File: config.mk
export PLATFORM = sky130hd
export DESIGN_NAME = bit_vector_index_streamer_flat
export DESIGN_NICKNAME = d
export VERILOG_FILES = /design/src/rtl/bit_vector_index_streamer_if.sv /design/src/rtl/bit_vector_index_streamer.sv /design/src/flat_wrapper.sv
export SDC_FILE = /design/constraint.sdc
export NUM_CORES = 1
export LEC_CHECK = 0
export ABC_AREA = 1
export BUFFER_PORTS_ARGS = -buffer_cell sky130_fd_sc_hd__buf_2
export CAP_MARGIN = 20
export CORE_ASPECT_RATIO = 1.25
export CORE_MARGIN = 1.5
export CORE_UTILIZATION = 58
export CTS_BUF_LIST = sky130_fd_sc_hd__clkbuf_4
export CTS_CLUSTER_DIAMETER = 40
export DETAILED_ROUTE_END_ITERATION = 10
export PLACE_DENSITY = 0.87
export SLEW_MARGIN = 20
export SYNTH_ARGS = -nofsm -noshare
export SYNTH_HDL_FRONTEND = slang
export SYNTH_SLANG_ARGS = --single-unit
export TNS_END_PERCENT = 1
File: constraint.sdc
create_clock -name clk -period 2.3 [get_ports clk]
set_clock_uncertainty 0.2 [all_clocks]
set_input_delay 0.46 -clock clk [delete_from_list [all_inputs] [get_ports clk]]
set_output_delay 0.46 -clock clk [all_outputs]
set_load 0.05 [all_outputs]
File: src/rtl/bit_vector_index_streamer_if.sv
// Handshake bundle for the index streamer: vector in, one set-bit index per beat out.
// master = vector producer / index consumer side, slave = streamer side.
interface bit_vector_index_streamer_if #(
    parameter int VECTOR_SIZE = 16
);
    localparam int IDX_W = $clog2(VECTOR_SIZE);

    logic                   in_valid;
    logic                   in_ready;
    logic [VECTOR_SIZE-1:0] in_vector;
    logic                   out_valid;
    logic                   out_ready;
    logic [IDX_W-1:0]       out_index;
    logic                   out_last;
    logic                   out_empty;
    logic [IDX_W:0]         out_count;

    modport master (
        output in_valid, in_vector, out_ready,
        input  in_ready, out_valid, out_index, out_last, out_empty, out_count
    );

    modport slave (
        input  in_valid, in_vector, out_ready,
        output in_ready, out_valid, out_index, out_last, out_empty, out_count
    );
endinterface

File: src/rtl/bit_vector_index_streamer.sv
// Expands a bit vector into LSB-first set-bit indices; first beat 1 cycle after accept.
// Backpressure: beat held stable while out_ready=0; in_ready=0 until the final beat drains.
module bit_vector_index_streamer #(
    parameter int VECTOR_SIZE = 16
) (
    input  logic                          clk,
    input  logic                          rst,
    bit_vector_index_streamer_if.slave    bus
);
    localparam int IDX_W = $clog2(VECTOR_SIZE);

    localparam logic [0:0] IDLE   = 1'b0;
    localparam logic [0:0] STREAM = 1'b1;

    logic [0:0]             state;
    logic [VECTOR_SIZE-1:0] pend;
    logic [IDX_W:0]         cnt;
    logic                   empty_r;

    logic [IDX_W-1:0]       low_idx;
    logic [IDX_W:0]         in_pop;
    logic                   single;

    // Priority search from the top so the lowest set bit wins.
    always_comb begin
        low_idx = '0;
        for (int i = VECTOR_SIZE - 1; i >= 0; i--) begin
            if (pend[i]) begin
                low_idx = IDX_W'(i);
            end
        end
    end

    always_comb begin
        in_pop = '0;
        for (int i = 0; i < VECTOR_SIZE; i++) begin
            in_pop = in_pop + (IDX_W + 1)'(bus.in_vector[i]);
        end
    end

    assign single = (pend != '0) && ((pend & (pend - VECTOR_SIZE'(1))) == '0);

    assign bus.in_ready  = (state == IDLE) && !rst;
    assign bus.out_valid = (state == STREAM);
    assign bus.out_index = low_idx;
    assign bus.out_last  = empty_r || single;
    assign bus.out_empty = empty_r;
    assign bus.out_count = cnt;

    always_ff @(posedge clk or posedge rst) begin
        if (rst) begin
            state   <= IDLE;
            pend    <= '0;
            cnt     <= '0;
            empty_r <= 1'b0;
        end else begin
            case (state)
                IDLE: begin
                    if (bus.in_valid && bus.in_ready) begin
                        pend    <= bus.in_vector;
                        cnt     <= in_pop;
                        empty_r <= (bus.in_vector == '0);
                        state   <= STREAM;
                    end
                end
                STREAM: begin
                    if (bus.out_ready) begin
                        // x & (x-1) clears exactly the lowest set bit, i.e. out_index.
                        pend <= pend & (pend - VECTOR_SIZE'(1));
                        if (bus.out_last) begin
                            state   <= IDLE;
                            empty_r <= 1'b0;
                        end
                    end
                end
                default: state <= IDLE;
            endcase
        end
    end
endmodule
File: src/flat_wrapper.sv
// flat-port wrapper written by rule: the top's interface ports become plain ports
module bit_vector_index_streamer_flat 
#(
    parameter int VECTOR_SIZE = 16
)
  (clk, rst, bus_in_valid, bus_in_vector, bus_out_ready, bus_in_ready, bus_out_valid, bus_out_index, bus_out_last, bus_out_empty, bus_out_count);
  bit_vector_index_streamer_if #(.VECTOR_SIZE(VECTOR_SIZE)) bus_i ();
  input  logic clk;
  input  logic rst;
  input wire logic [$bits(bus_i.in_valid)-1:0] bus_in_valid;
  input wire logic [$bits(bus_i.in_vector)-1:0] bus_in_vector;
  input wire logic [$bits(bus_i.out_ready)-1:0] bus_out_ready;
  output wire logic [$bits(bus_i.in_ready)-1:0] bus_in_ready;
  output wire logic [$bits(bus_i.out_valid)-1:0] bus_out_valid;
  output wire logic [$bits(bus_i.out_index)-1:0] bus_out_index;
  output wire logic [$bits(bus_i.out_last)-1:0] bus_out_last;
  output wire logic [$bits(bus_i.out_empty)-1:0] bus_out_empty;
  output wire logic [$bits(bus_i.out_count)-1:0] bus_out_count;
  assign bus_i.in_valid = bus_in_valid;
  assign bus_i.in_vector = bus_in_vector;
  assign bus_i.out_ready = bus_out_ready;
  assign bus_in_ready = bus_i.in_ready;
  assign bus_out_valid = bus_i.out_valid;
  assign bus_out_index = bus_i.out_index;
  assign bus_out_last = bus_i.out_last;
  assign bus_out_empty = bus_i.out_empty;
  assign bus_out_count = bus_i.out_count;
  bit_vector_index_streamer #(.VECTOR_SIZE(VECTOR_SIZE)) u_core (.clk(clk), .rst(rst), .bus(bus_i));
endmodule
; ---- After elaboration in Yosys (flattened, before gate mapping)
; Index checks and enable logic that the tools add are counted.
[totals]
register_bits = 23
latchBits = 0
mem_bits_rw = 0
romBits = 0
inputBits = 20
out_inout_bits = 13
elab_cells = 63
n_memories = 0
[classes]
n_addsub = 16
mul = 0
n_div = 0
order_cmp = 0
n_eq_ne = 3
shift = 0
muxes = 27
bitwise = 2
reduce_logical = 11
[op_table]
columns = op, count
row1 = 5-bit by 1-bit adder with 5-bit output, 14
row2 = 4-bit 2-to-1 mux, 16
row3 = 16-bit logical NOT, 2
row4 = 16-bit 2-to-1 mux, 2
row5 = 16-bit one-hot mux with 2 select lines, 1
row6 = 16-bit AND, 1
row7 = 16-bit nonzero test, 1
row8 = "16-bit by 1-bit subtractor with 16-bit output, second input constant", 1
row9 = 1-bit 2-to-1 mux, 6
row10 = "2-bit inequality test, second input constant", 3
row11 = 1-bit one-hot mux with 2 select lines, 2
row12 = 2-bit AND reduction, 2
row13 = 1-bit logical AND, 3
row14 = 3-bit AND reduction, 1
row15 = 1-bit by 1-bit adder with 2-bit output, 1
row16 = 1-bit logical NOT, 1
row17 = 1-bit logical OR, 1
row18 = 1-bit inverter, 1

; ---- Logic depth before layout (Yosys ltp)
[logic_depth]
depth_word = 16
depth_mapped = 16
depth_no_buf = 16

; ---- Worst setup path before layout
; No wires, ideal clock.
[synth_path]
kind = input-to-reg
start = input port bus_in_vector[0]
end = register u_core.cnt[4] (netlist: u_core.bus.out_count[4])
setup_ns = 0.124
arrival_ns = 3.897
required_time_ns = 1.976
slack_ns = -1.921
path_stages = 16
cell_sequence = inv_1 ha_1 inv_1 fa_1 inv_1 fa_1 fa_1 inv_1 fa_1 inv_1 fa_1 fa_1 nand2_1 inv_1 o211ai_1 nand2_1
[synth_via]
elab_chain_cells = 15
[synth_lines]
columns = element, line
row1 = start: declaration, flat_wrapper.sv:11  ; input wire logic [$bits(bus_i.in_vector)-1:0] bus_in_vector;
row2 = 1-bit by 1-bit adder with 2-bit output, bit_vector_index_streamer.sv:37  ; in_pop = in_pop + (IDX_W + 1)'(bus.in_vector[i]);
row3 = 5-bit by 1-bit adder with 5-bit output (14 in series), bit_vector_index_streamer.sv:37
row4 = end signal: assignment, bit_vector_index_streamer.sv:61  ; cnt <= in_pop;
row5 = end: declaration, bit_vector_index_streamer.sv:17  ; logic [IDX_W:0] cnt;
; No other way between the ends.
; A chain may end at the register's enable or synchronous reset.

; ---- Worst setup path after layout
; Ends and elaborated chain as after synthesis.

==> results.md <==
- Most frequent cells after synthesis: 80 x nand2_1, 48 x inv_1, 30 x nor2_1
- Post-Syn Area per Cell: approximately 7 um2
- Worst path arrival time: between 3 and 4 ns
- CP max stage cell: fa_1
- Critical path's top delay family: adder cells
- Clock Power Share: under 10%
- Post-Place Worst Slack: -2.09 ns
- Drt pass-1 iters: 4
- Top FF cell, synth: dfrtp_1
- Crit-path max FO: 2
- Synth Net Count: between 300 and 400
- Yosys top cell area share: between 20% and 30%
- Clock Tree Buf Depth: 2
- Worst ir drop on vdd: between 1 and 1.5 mV
- CTS Sinks: 23
- Reg power frac: approximately a fifth
- DP Wirelength: approximately 3700 um
- Clock Latency Late Sink: ~0.31 ns
- Maxcap violations: 0
- M1 wire length: approximately 2100 um
- Final setup violating endpoints: 7
- Seq cells post-synth: 23
- Failing checks: setup timing
- Worst setup EP type: register
- Port Buf Inserts: 32
- RePlAce Congestion: between 0.8 and 0.9
- TritonCTS clock tree: done
- Path type of the worst min-delay path: input port to register
- Routed WL: about 5400 um
- Status: complete, but fails checks
- Met2 Routed Length: between 2000 and 3000 um
- # DRC: 0
- Rel. slew slack: 80.4%
- GRT Residual Overflow: 0
- Chip Height: between 60 and 70 um
- Switch share: between 50% and 60%
- Yosys warns: 0
- WP buf/inv: 7
- Number of buffers added for setup after CTS: 0
- Vias per inst: 5.42
- Vias in the first global route: roughly 1900
- CTS H-tree lvls: 1
- Worst-path clk slew: ~0.13 ns
- First-pass GRT wire length: just under 8000 um
- RSZ-0062 raised after global routing: true
- Total global-route track usage: 29.1%
- Number of cell rows: 23
- Die ar.: 3700 um2
- Top Ports: 33
- Setup ws final: -1.66 ns
- Combinational Power Share: around 73%
- DRT antenna net count: 0
- Critical path required time: about 2.3 ns
- Top cells by area, synth: dfrtp_1 30%, nand2_1 15%, fa_1 10%
- Max incr delay on CP: around 0.51 ns
- Placed cell area: approximately 2300 um2
- Area Overhead vs Synth: 26.3%
- Ant diodes: 0
- Final hold vios: 0
- Die width: approximately 55 um
- Drt wl/cell: ~15 um
- Post-synth EDFFs: 0
- DR vias: ~2000
- Tot Pwr: between 3 and 4 mW
- Fin crit period: 3.96 ns
- Initial antenna violation count: 0
- Starting DRT DRC Count: between 100 and 150
- Root buffer cell: clkbuf_4
- Core Region: roughly 3200 um2
- Period utilisation layout: 172%
- Final instance area: 2450 um2
- Int Power: 1.47 mW
- Initial Util: 60.7%
- Nature of the critical path startpoint: input port
- Top cell type by total area after synthesis: dfrtp_1
- Post-Synthesis Cells: between 200 and 300
- P_sw: 1.86 mW
- DR WL met3: between 200 and 250 um
- Fin nets: approximately 370
- Crit path top cell by count: fa_1
- Top layer in use: met4
- Final slew viol count: 0
- Fmax: between 200 and 300 MHz
- Count leader, synth: nand2_1
- Ratio of cells with drive above 1 in the final layout: between 20% and 30%
- TritonCTS buffer count: 3
- Worst slew pin tran: ~0.3 ns
- Hold_ws: about 0.24 ns
- Cells along the critical path: buf_8 > inv_4 > ha_4 > inv_2 > fa_1 > inv_1 > fa_1 > fa_1 > inv_1 > fa_1 > inv_1 > fa_2 > fa_2 > nand2_2 > inv_2 > o211ai_1 > nand2_1
- Async S/R FF share, synth: 100%
- CP Class: input port to register
- Pwr/cell area: roughly 1400 nW/um2
- Largest net degree at the start of global routing: 32
- Leakage power: ~1.4 nW
- Cell area after synthesis: 1940 um2
- Sequential element share of the synthesized area: between 20% and 30%
- Post-synth cell types: 25
[power groups by stage]
stage | Clock, mW | Combinational [mW] | Sequential (mW)
final | 0.205 | 2.43 | 0.698
after global routing | 0.218 | 2.66 | 0.720
after CTS | 0.200 | 2.29 | 0.683
after detailed placement | 0 | 2.22 | 0.688
after global placement | 0 | 2.16 | 0.682
after floorplan | 0 | 1.56 | 0.796
[routing by layer]
layer	GRT usage [%]	vias to the layer above
li1	-	988
met1	34.6	943
met2	52.5	72
met3	3.98	17
met4	9.06	0
met5	0	-
[repair_timing]
action | CTS | global route
gates resized for setup | 11 | 22
hold buffers | 1 | 0
setup endpoints to repair | 8 | 11
hold endpoints to repair | 23 | 0
pin swaps | 3 | 0
[layout by cell type, fill, tap and decap left out, types with 3 or more instances in the layout]
master and count:
nor2_4 5, o21ai_0 10, dfrtp_1 20, inv_1 43, o211ai_1 6, nor2_2 5, nand2_2 7, buf_2 25
ha_1 6, nor2_1 27, fa_1 8, inv_2 5, o21ai_1 4, buf_4 28, nand2_1 79, a31oi_1 5
dfrtp_2 3, a21oi_1 9, clkbuf_4 5, buf_6 3, nand3_1 9, o22ai_1 6
[kinds of logic after synthesis]
group | count (synthesis) | share of synthesized area [%]
AND/OR/NAND/NOR | 138 | 31.1
buffers and inverters | 57 | 11.1
AO/OA/AOI/OAI | 43 | 12.8
flip-flops | 23 | 29.7
adder cells (fa/ha/maj) | 17 | 14.8
XOR/XNOR | 1 | 0.452
[state kept, by name, indices dropped and copies added, names as in the netlist]
name and flops:
u_core.bus.out_count 5, u_core.pend 16, u_core.bus.out_valid 1, u_core.bus.out_empty 1
[final timing paths]
path	slack, ns	depth (start not counted)	startpoint	end
setup reg to reg	0.21	15	u_core.pend[0]	u_core.bus.out_empty
min in group asynchronous	0.51	4	rst	u_core.bus.out_valid
setup / recovery	-1.66	17	bus_in_vector[0]	u_core.bus.out_count[4]
hold reg to reg	0.29	2	u_core.bus.out_count[0]	u_core.bus.out_count[0]
hold / removal	0.24	3	bus_in_vector[5]	u_core.pend[5]
max in group asynchronous	1.14	4	rst	u_core.pend[4]
[worst reg2reg max path: stages, from the launching register on]
cell and delay [ns]:
dfrtp_1 0.44, nor2_4 0.17, inv_1 0.08, nand2_1 0.09
nand2_1 0.06, nor2_1 0.13, nand3_1 0.10, nor2_1 0.13
nand3_1 0.11, nand2_2 0.09, buf_4 0.11, nand2_2 0.04
nand2_2 0.06, nand2_1 0.05, nand2_1 0.06, nand2_1 0.06
[through the flow]
stage,instances,TNS [ns],utilization [%]
after detailed placement,368,-9.50,72.8
after global routing,373,-8.67,76.7
after CTS,373,-7.90,74.5
after floorplan,279,-10.15,-
final,373,-7.96,76.7
after global placement,368,-9.12,72.8
[area by class of cell]
type / count / area, um2
Fill cell: 216 / 746
Clock buffer: 4 / 30.0
Multi-Input combinational cell: 199 / 1180
Timing Repair Buffer: 60 / 417
Sequential cell: 23 / 579
Tap cell: 37 / 46.3
Inverter: 50 / 193
Power figures use the tool's default switching activity.
